**config.mk**
```make
export PLATFORM = sky130hd
export DESIGN_NAME = piano_key_ctrl
export DESIGN_NICKNAME = d
export VERILOG_FILES = /design/src/rtl/piano_key_ctrl.sv
export SDC_FILE = /design/constraint.sdc
export NUM_CORES = 1
export LEC_CHECK = 0
export ABC_AREA = 1
export BUFFER_PORTS_ARGS = -buffer_cell sky130_fd_sc_hd__buf_2
export CORE_MARGIN = 5
export CORE_UTILIZATION = 50
export DETAILED_ROUTE_END_ITERATION = 8
export PLACE_DENSITY_LB_ADDON = 0.12
export SETUP_SLACK_MARGIN = 0.5
export SYNTH_ARGS = -nofsm -noshare
export SYNTH_HDL_FRONTEND = slang
export SYNTH_SLANG_ARGS = --single-unit
```
**constraint.sdc**
```tcl
create_clock -name iCLK_18_4 -period 2.9 [get_ports iCLK_18_4]
set_clock_uncertainty 0.2 [all_clocks]
set_input_delay 0.29 -clock iCLK_18_4 [delete_from_list [all_inputs] [get_ports iCLK_18_4]]
set_output_delay 0.29 -clock iCLK_18_4 [all_outputs]
set_load 0.03 [all_outputs]
```
**src/rtl/piano_key_ctrl.sv**
```systemverilog
// Piano keyboard front end: per-key sync + debounce, lowest-key note select,
// and registered fundamental/harmonic rate words with gate and timed sustain.
//
// state   | meaning
// IDLE    | no note sounding, gate low, rates zero
// PLAY    | at least one debounced key held, note latched
// SUSTAIN | all keys released, note held until sustain timer expires
module piano_key_ctrl #(
    parameter int DEBOUNCE_CYCLES = 184320,
    parameter int SUSTAIN_CYCLES  = 9216000
) (
    input  logic        iCLK_18_4,
    input  logic        iRST,
    input  logic [7:0]  iKEY,
    input  logic [1:0]  iOctave,
    output logic [15:0] oVar_Rate,
    output logic [15:0] oArm_Rate,
    output logic        oGate,
    output logic [2:0]  oNote
);

    typedef enum logic [1:0] {
        IDLE,
        PLAY,
        SUSTAIN
    } state_t;

    localparam logic [17:0] DEB_LAST = 18'(DEBOUNCE_CYCLES - 1);
    localparam logic [23:0] SUS_LAST = 24'(SUSTAIN_CYCLES - 1);

    logic [7:0]  sync_1;
    logic [7:0]  sync_2;
    logic [7:0]  kst;
    logic [17:0] deb_cnt [8];

    state_t      state;
    state_t      state_nxt;
    logic [23:0] sus_cnt;
    logic [23:0] sus_nxt;
    logic [15:0] var_nxt;
    logic [2:0]  note_nxt;
    logic [2:0]  low_idx;
    logic        latch;

    function automatic logic [15:0] rate_of(input logic [2:0] n, input logic [1:0] oct);
        logic [15:0] base;
        case (n)
            3'd0:    base = 16'd131;
            3'd1:    base = 16'd147;
            3'd2:    base = 16'd165;
            3'd3:    base = 16'd175;
            3'd4:    base = 16'd196;
            3'd5:    base = 16'd220;
            3'd6:    base = 16'd247;
            default: base = 16'd262;
        endcase
        return base << oct;
    endfunction

    // A key toggles its stable level only after DEBOUNCE_CYCLES consecutive differing samples.
    always_ff @(posedge iCLK_18_4) begin
        if (iRST) begin
            sync_1 <= '0;
            sync_2 <= '0;
            kst    <= '0;
            for (int i = 0; i < 8; i++) deb_cnt[i] <= '0;
        end else begin
            sync_1 <= iKEY;
            sync_2 <= sync_1;
            for (int i = 0; i < 8; i++) begin
                if (sync_2[i] == kst[i]) begin
                    deb_cnt[i] <= '0;
                end else if (deb_cnt[i] == DEB_LAST) begin
                    kst[i]     <= ~kst[i];
                    deb_cnt[i] <= '0;
                end else begin
                    deb_cnt[i] <= deb_cnt[i] + 18'd1;
                end
            end
        end
    end

    always_comb begin
        low_idx = 3'd0;
        for (int i = 7; i >= 0; i--) begin
            if (kst[i]) low_idx = 3'(i);
        end
    end

    always_comb begin
        state_nxt = state;
        sus_nxt   = sus_cnt;
        var_nxt   = oVar_Rate;
        note_nxt  = oNote;
        latch     = 1'b0;
        case (state)
            IDLE: begin
                if (kst != 8'd0) begin
                    state_nxt = PLAY;
                    latch     = 1'b1;
                end
            end
            PLAY: begin
                if (kst == 8'd0) begin
                    state_nxt = SUSTAIN;
                    sus_nxt   = '0;
                end else if (low_idx != oNote) begin
                    latch = 1'b1;
                end
            end
            SUSTAIN: begin
                // A new press takes priority over sustain expiry.
                if (kst != 8'd0) begin
                    state_nxt = PLAY;
                    latch     = 1'b1;
                end else if (sus_cnt == SUS_LAST) begin
                    state_nxt = IDLE;
                    var_nxt   = '0;
                end else begin
                    sus_nxt = sus_cnt + 24'd1;
                end
            end
            default: state_nxt = IDLE;
        endcase
        if (latch) begin
            note_nxt = low_idx;
            var_nxt  = rate_of(low_idx, iOctave);
        end
    end

    always_ff @(posedge iCLK_18_4) begin
        if (iRST) begin
            state     <= IDLE;
            sus_cnt   <= '0;
            oVar_Rate <= '0;
            oArm_Rate <= '0;
            oGate     <= 1'b0;
            oNote     <= '0;
        end else begin
            state     <= state_nxt;
            sus_cnt   <= sus_nxt;
            oVar_Rate <= var_nxt;
            oArm_Rate <= {var_nxt[14:0], 1'b0};
            oGate     <= (state_nxt != IDLE);
            oNote     <= note_nxt;
        end
    end

endmodule
```
==> run_results.csv <==
group,metric,value,unit
synthesis,synth_edf_count,144,
global_routing,grt_pass1_vias,8314,
clock_tree,numCtsBuffers,24,
final_layout,final_cell_mix,"nand2_1 (239), nor2_1 (188), conb_1 (152), inv_1 (145), edfxtp_1 (144)",
die,die_area,0.02563,mm^2
synthesis,ys_top_cells_by_area,"edfxtp_1 (38%), dfxtp_1 (12%), nand2_1 (8.1%)",
synthesis,synth-seq-cells,210,
routing,post_drt_wl_per_cell,12.25,um
timing,setup_viol,0,
timing,period_needed,2.318,ns
timing,max_freq,431.3,MHz
synthesis,avgSynthCellArea,8.463,um^2
worst_setup_path,arrival,2.37,ns
timing,hold_violations,0,
routing,drt-total-wl,22.73,mm
synthesis,synthArstFlopShare,0,%
die,core,0.02243,mm^2
worst_setup_path,path_class,"reg2reg",
power,leakagePower,5.336,nW
global_routing,use_met2,28.34,%
timing,period_share,79.95,%
power,intPower,0.004978,W
run,maxCapViolations,0,
final_layout,antenna_cells,0,
die,die_x,160.1,um
global_routing,antenna_found_initial,0,
worst_setup_path,critPathLaunchType,"flip-flop",
global_routing,grt_pass1_wl,37.36,mm
clock_tree,clock_path_buffers,3,
timing,timing.final.max_slew_violations,0,
routing,first_iter_violations,472,
global_routing,track_usage,16.74,%
global_routing,met3_usage,2.632,%
placed_design,dp_cells,1766,
clock_tree,cts-root-buf,"clkbuf_16",
run_status,status,"completed",
placed_design,portBuffers,39,
worst_setup_path,critPathRequiredTime,2.95,ns
die,initial_core_util,50.21,%
synthesis,ys_warn_count,0,
placed_design,preCtsSetupSlack,0.4289,ns
final_layout,stdcell_count,1855,
power,pwr-share-clk,42.6,%
worst_setup_path,critPathMaxFanout,14,
routing,ant_nets,0,
die,num_rows,55,
placed_design,dp_hpwl,15.25,mm
global_routing,gr-usage-met1,22.53,%
clock_tree,htree_levels,1,
final_layout,nets,1574,
power,power_density,471.5,mW/mm^2
final_layout,area_growth,20.24,%
placed_design,place.gp.congestion,0.8766,
power,swShare,22.05,%
power,comb_power_share,4.5,%
clock_tree,cts_tree,"yes",
power,p_seq_share,52.9,%
synthesis,synth_top_flop_cell,"edfxtp_1",
synthesis,ys_seq_area_share,50.12,%
routing,dr_total_vias,9127,
synthesis,netlist.area_leader.share,38.39,%
final_layout,fin_util,60.37,%
routing,route.detailed.drc,0,
clock_tree,clock_latency,0.50,ns
timing,tightest_slew,0.7149,ns
timing,layout_setup_ws,0.5816,ns
global_routing,grt_max_degree,36,
timing,setup_tns,0,ns
timing,slew_headroom,52.34,%
final_layout,n_fill_cell,2027,
timing,hold_slack,0.03326,ns
timing,rsz0062_at_grt,"yes",
worst_hold_path,hold_path_class,"in2reg",
synthesis,synth_cell_types,49,
routing,dr.pass1.iters,4,
final_layout,final_common_cell,"nand2_1",
synthesis,syn_area,0.01126,mm^2
synthesis,syn-instance-count,1331,
global_routing,grt_overflow,0,
global_routing,top_usage_layer,"met2",
synthesis,yosys.area.top_type,"edfxtp_1",
power,switching_power,0.001408,W
clock_tree,cts.sinks,210,
die,io_pins,48,
worst_setup_path,critPathCaptureType,"flip-flop",
clock_tree,clkTransAtPathRegs,0.06,ns
power,vdd_ir_drop_max,0.3780,mV
final_layout,drive_gt1_share,13.25,%
routing,viasPerCell,4.920,
die,die_h,160.1,um
## repair_timing
action	4_1_cts	5_1_grt
setup endpoints to repair	60	174
hold buffers	9	0
gates cloned	3	8
setup buffers	3	22
pin swaps	3	15
gates resized for setup	7	57
hold endpoints to repair	9	0
## critical path, stage by stage (launching register included)
cell      delay [ns]
edfxtp_1        0.35
ha_1            0.17
nand2_1         0.05
inv_1           0.07
nand2_1         0.09
nor2_2          0.16
nand4_1         0.19
nor2_2          0.21
nand2_2         0.10
o21ai_4         0.22
buf_8           0.18
a21oi_1         0.05
## final cells by class
cell class	instances	area, um^2	area share [%]
timing repair buffer	79	549.3	4.055
tap	285	356.6	2.633
multi-input combinational	1083	5699	42.08
clock buffer	37	670.6	4.952
sequential	210	5655	41.76
inverter	154	580.6	4.286
clock inverter	7	32.53	0.2402
## registers in the layout, summed over array words and instances, names as in the netlist
register   cells
deb_cnt      144
kst            8
oGate          1
oNote          3
oVar_Rate     12
state          2
sus_cnt       24
sync_1         8
sync_2         8
## cells in the mapped netlist, types with 2 or more instances
master and instances:
a211oi_1 4, a21oi_1 91, a21oi_2 2, a31oi_1 7, buf_1 3, buf_2 7
buf_4 24, buf_6 4, clkbuf_1 7, conb_1 2, dfxtp_1 66, edfxtp_1 144
ha_1 10, inv_1 147, inv_2 7, nand2_1 242, nand2_2 9, nand2_4 3
nand3_1 89, nand3_2 6, nand4_1 38, nor2_1 203, nor2_2 7, nor2_4 2
nor3_1 44, nor3_2 3, nor3b_1 19, nor4_1 11, o211ai_2 4, o21a_1 2
o21ai_0 28, or2_2 16, or3_1 3, xnor2_1 28, xor2_1 35
## through the flow
step / power [W] / cell area, um^2
finish: 0.006386 / 13540
global route: 0.006684 / 13540
CTS: 0.006449 / 13030
detailed placement: 0.003681 / 12130
global placement: 0.003674 / 12130
floorplan: 0.003627 / 11830
## worst paths after layout
check | cells past startpoint | slack (ns) | startpoint | to
worst min register to register | 2 | 0.20 | sync_1[0] | sync_2[0]
worst max register to register | 11 | 0.58 | deb_cnt[0][54] | deb_cnt[0][71]
worst max-delay path | 11 | 0.58 | deb_cnt[0][54] | deb_cnt[0][71]
worst min-delay path | 4 | 0.03 | iOctave[1] | oVar_Rate[2]
## logic make-up (layout without fill, tap and decap cells)
family / count (synthesis) / after routing / share of synthesized area (%)
xor gates and xnor gates: 63 / 63 / 4.898
other: 2 / 152 / 0.06667
AOI/OAI and AO/OA: 145 / 155 / 7.342
buffers and inverters: 199 / 277 / 7.775
adders and majority gates: 10 / 10 / 1.111
DFF: 210 / 210 / 50.12
and+or+nand+nor: 702 / 703 / 28.69
## per-layer routing
layer / up-vias / wire [um]
met5: - / 0
met4: 0 / 320
met3: 26 / 812
met2: 125 / 10940
met1: 4209 / 10650
li1: 4767 / -
## power by group through the flow
stage / Combinational (W) / Sequential [W] / Clock [W]
2_1_floorplan: 0.000210 / 0.00342 / 0
3_3_place_gp: 0.000238 / 0.00344 / 0
3_5_place_dp: 0.000241 / 0.00344 / 0
4_1_cts: 0.000258 / 0.00338 / 0.00281
5_1_grt: 0.000333 / 0.00339 / 0.00296
6_report: 0.000288 / 0.00338 / 0.00272
No activity file was read; power rests on OpenSTA's default activity.
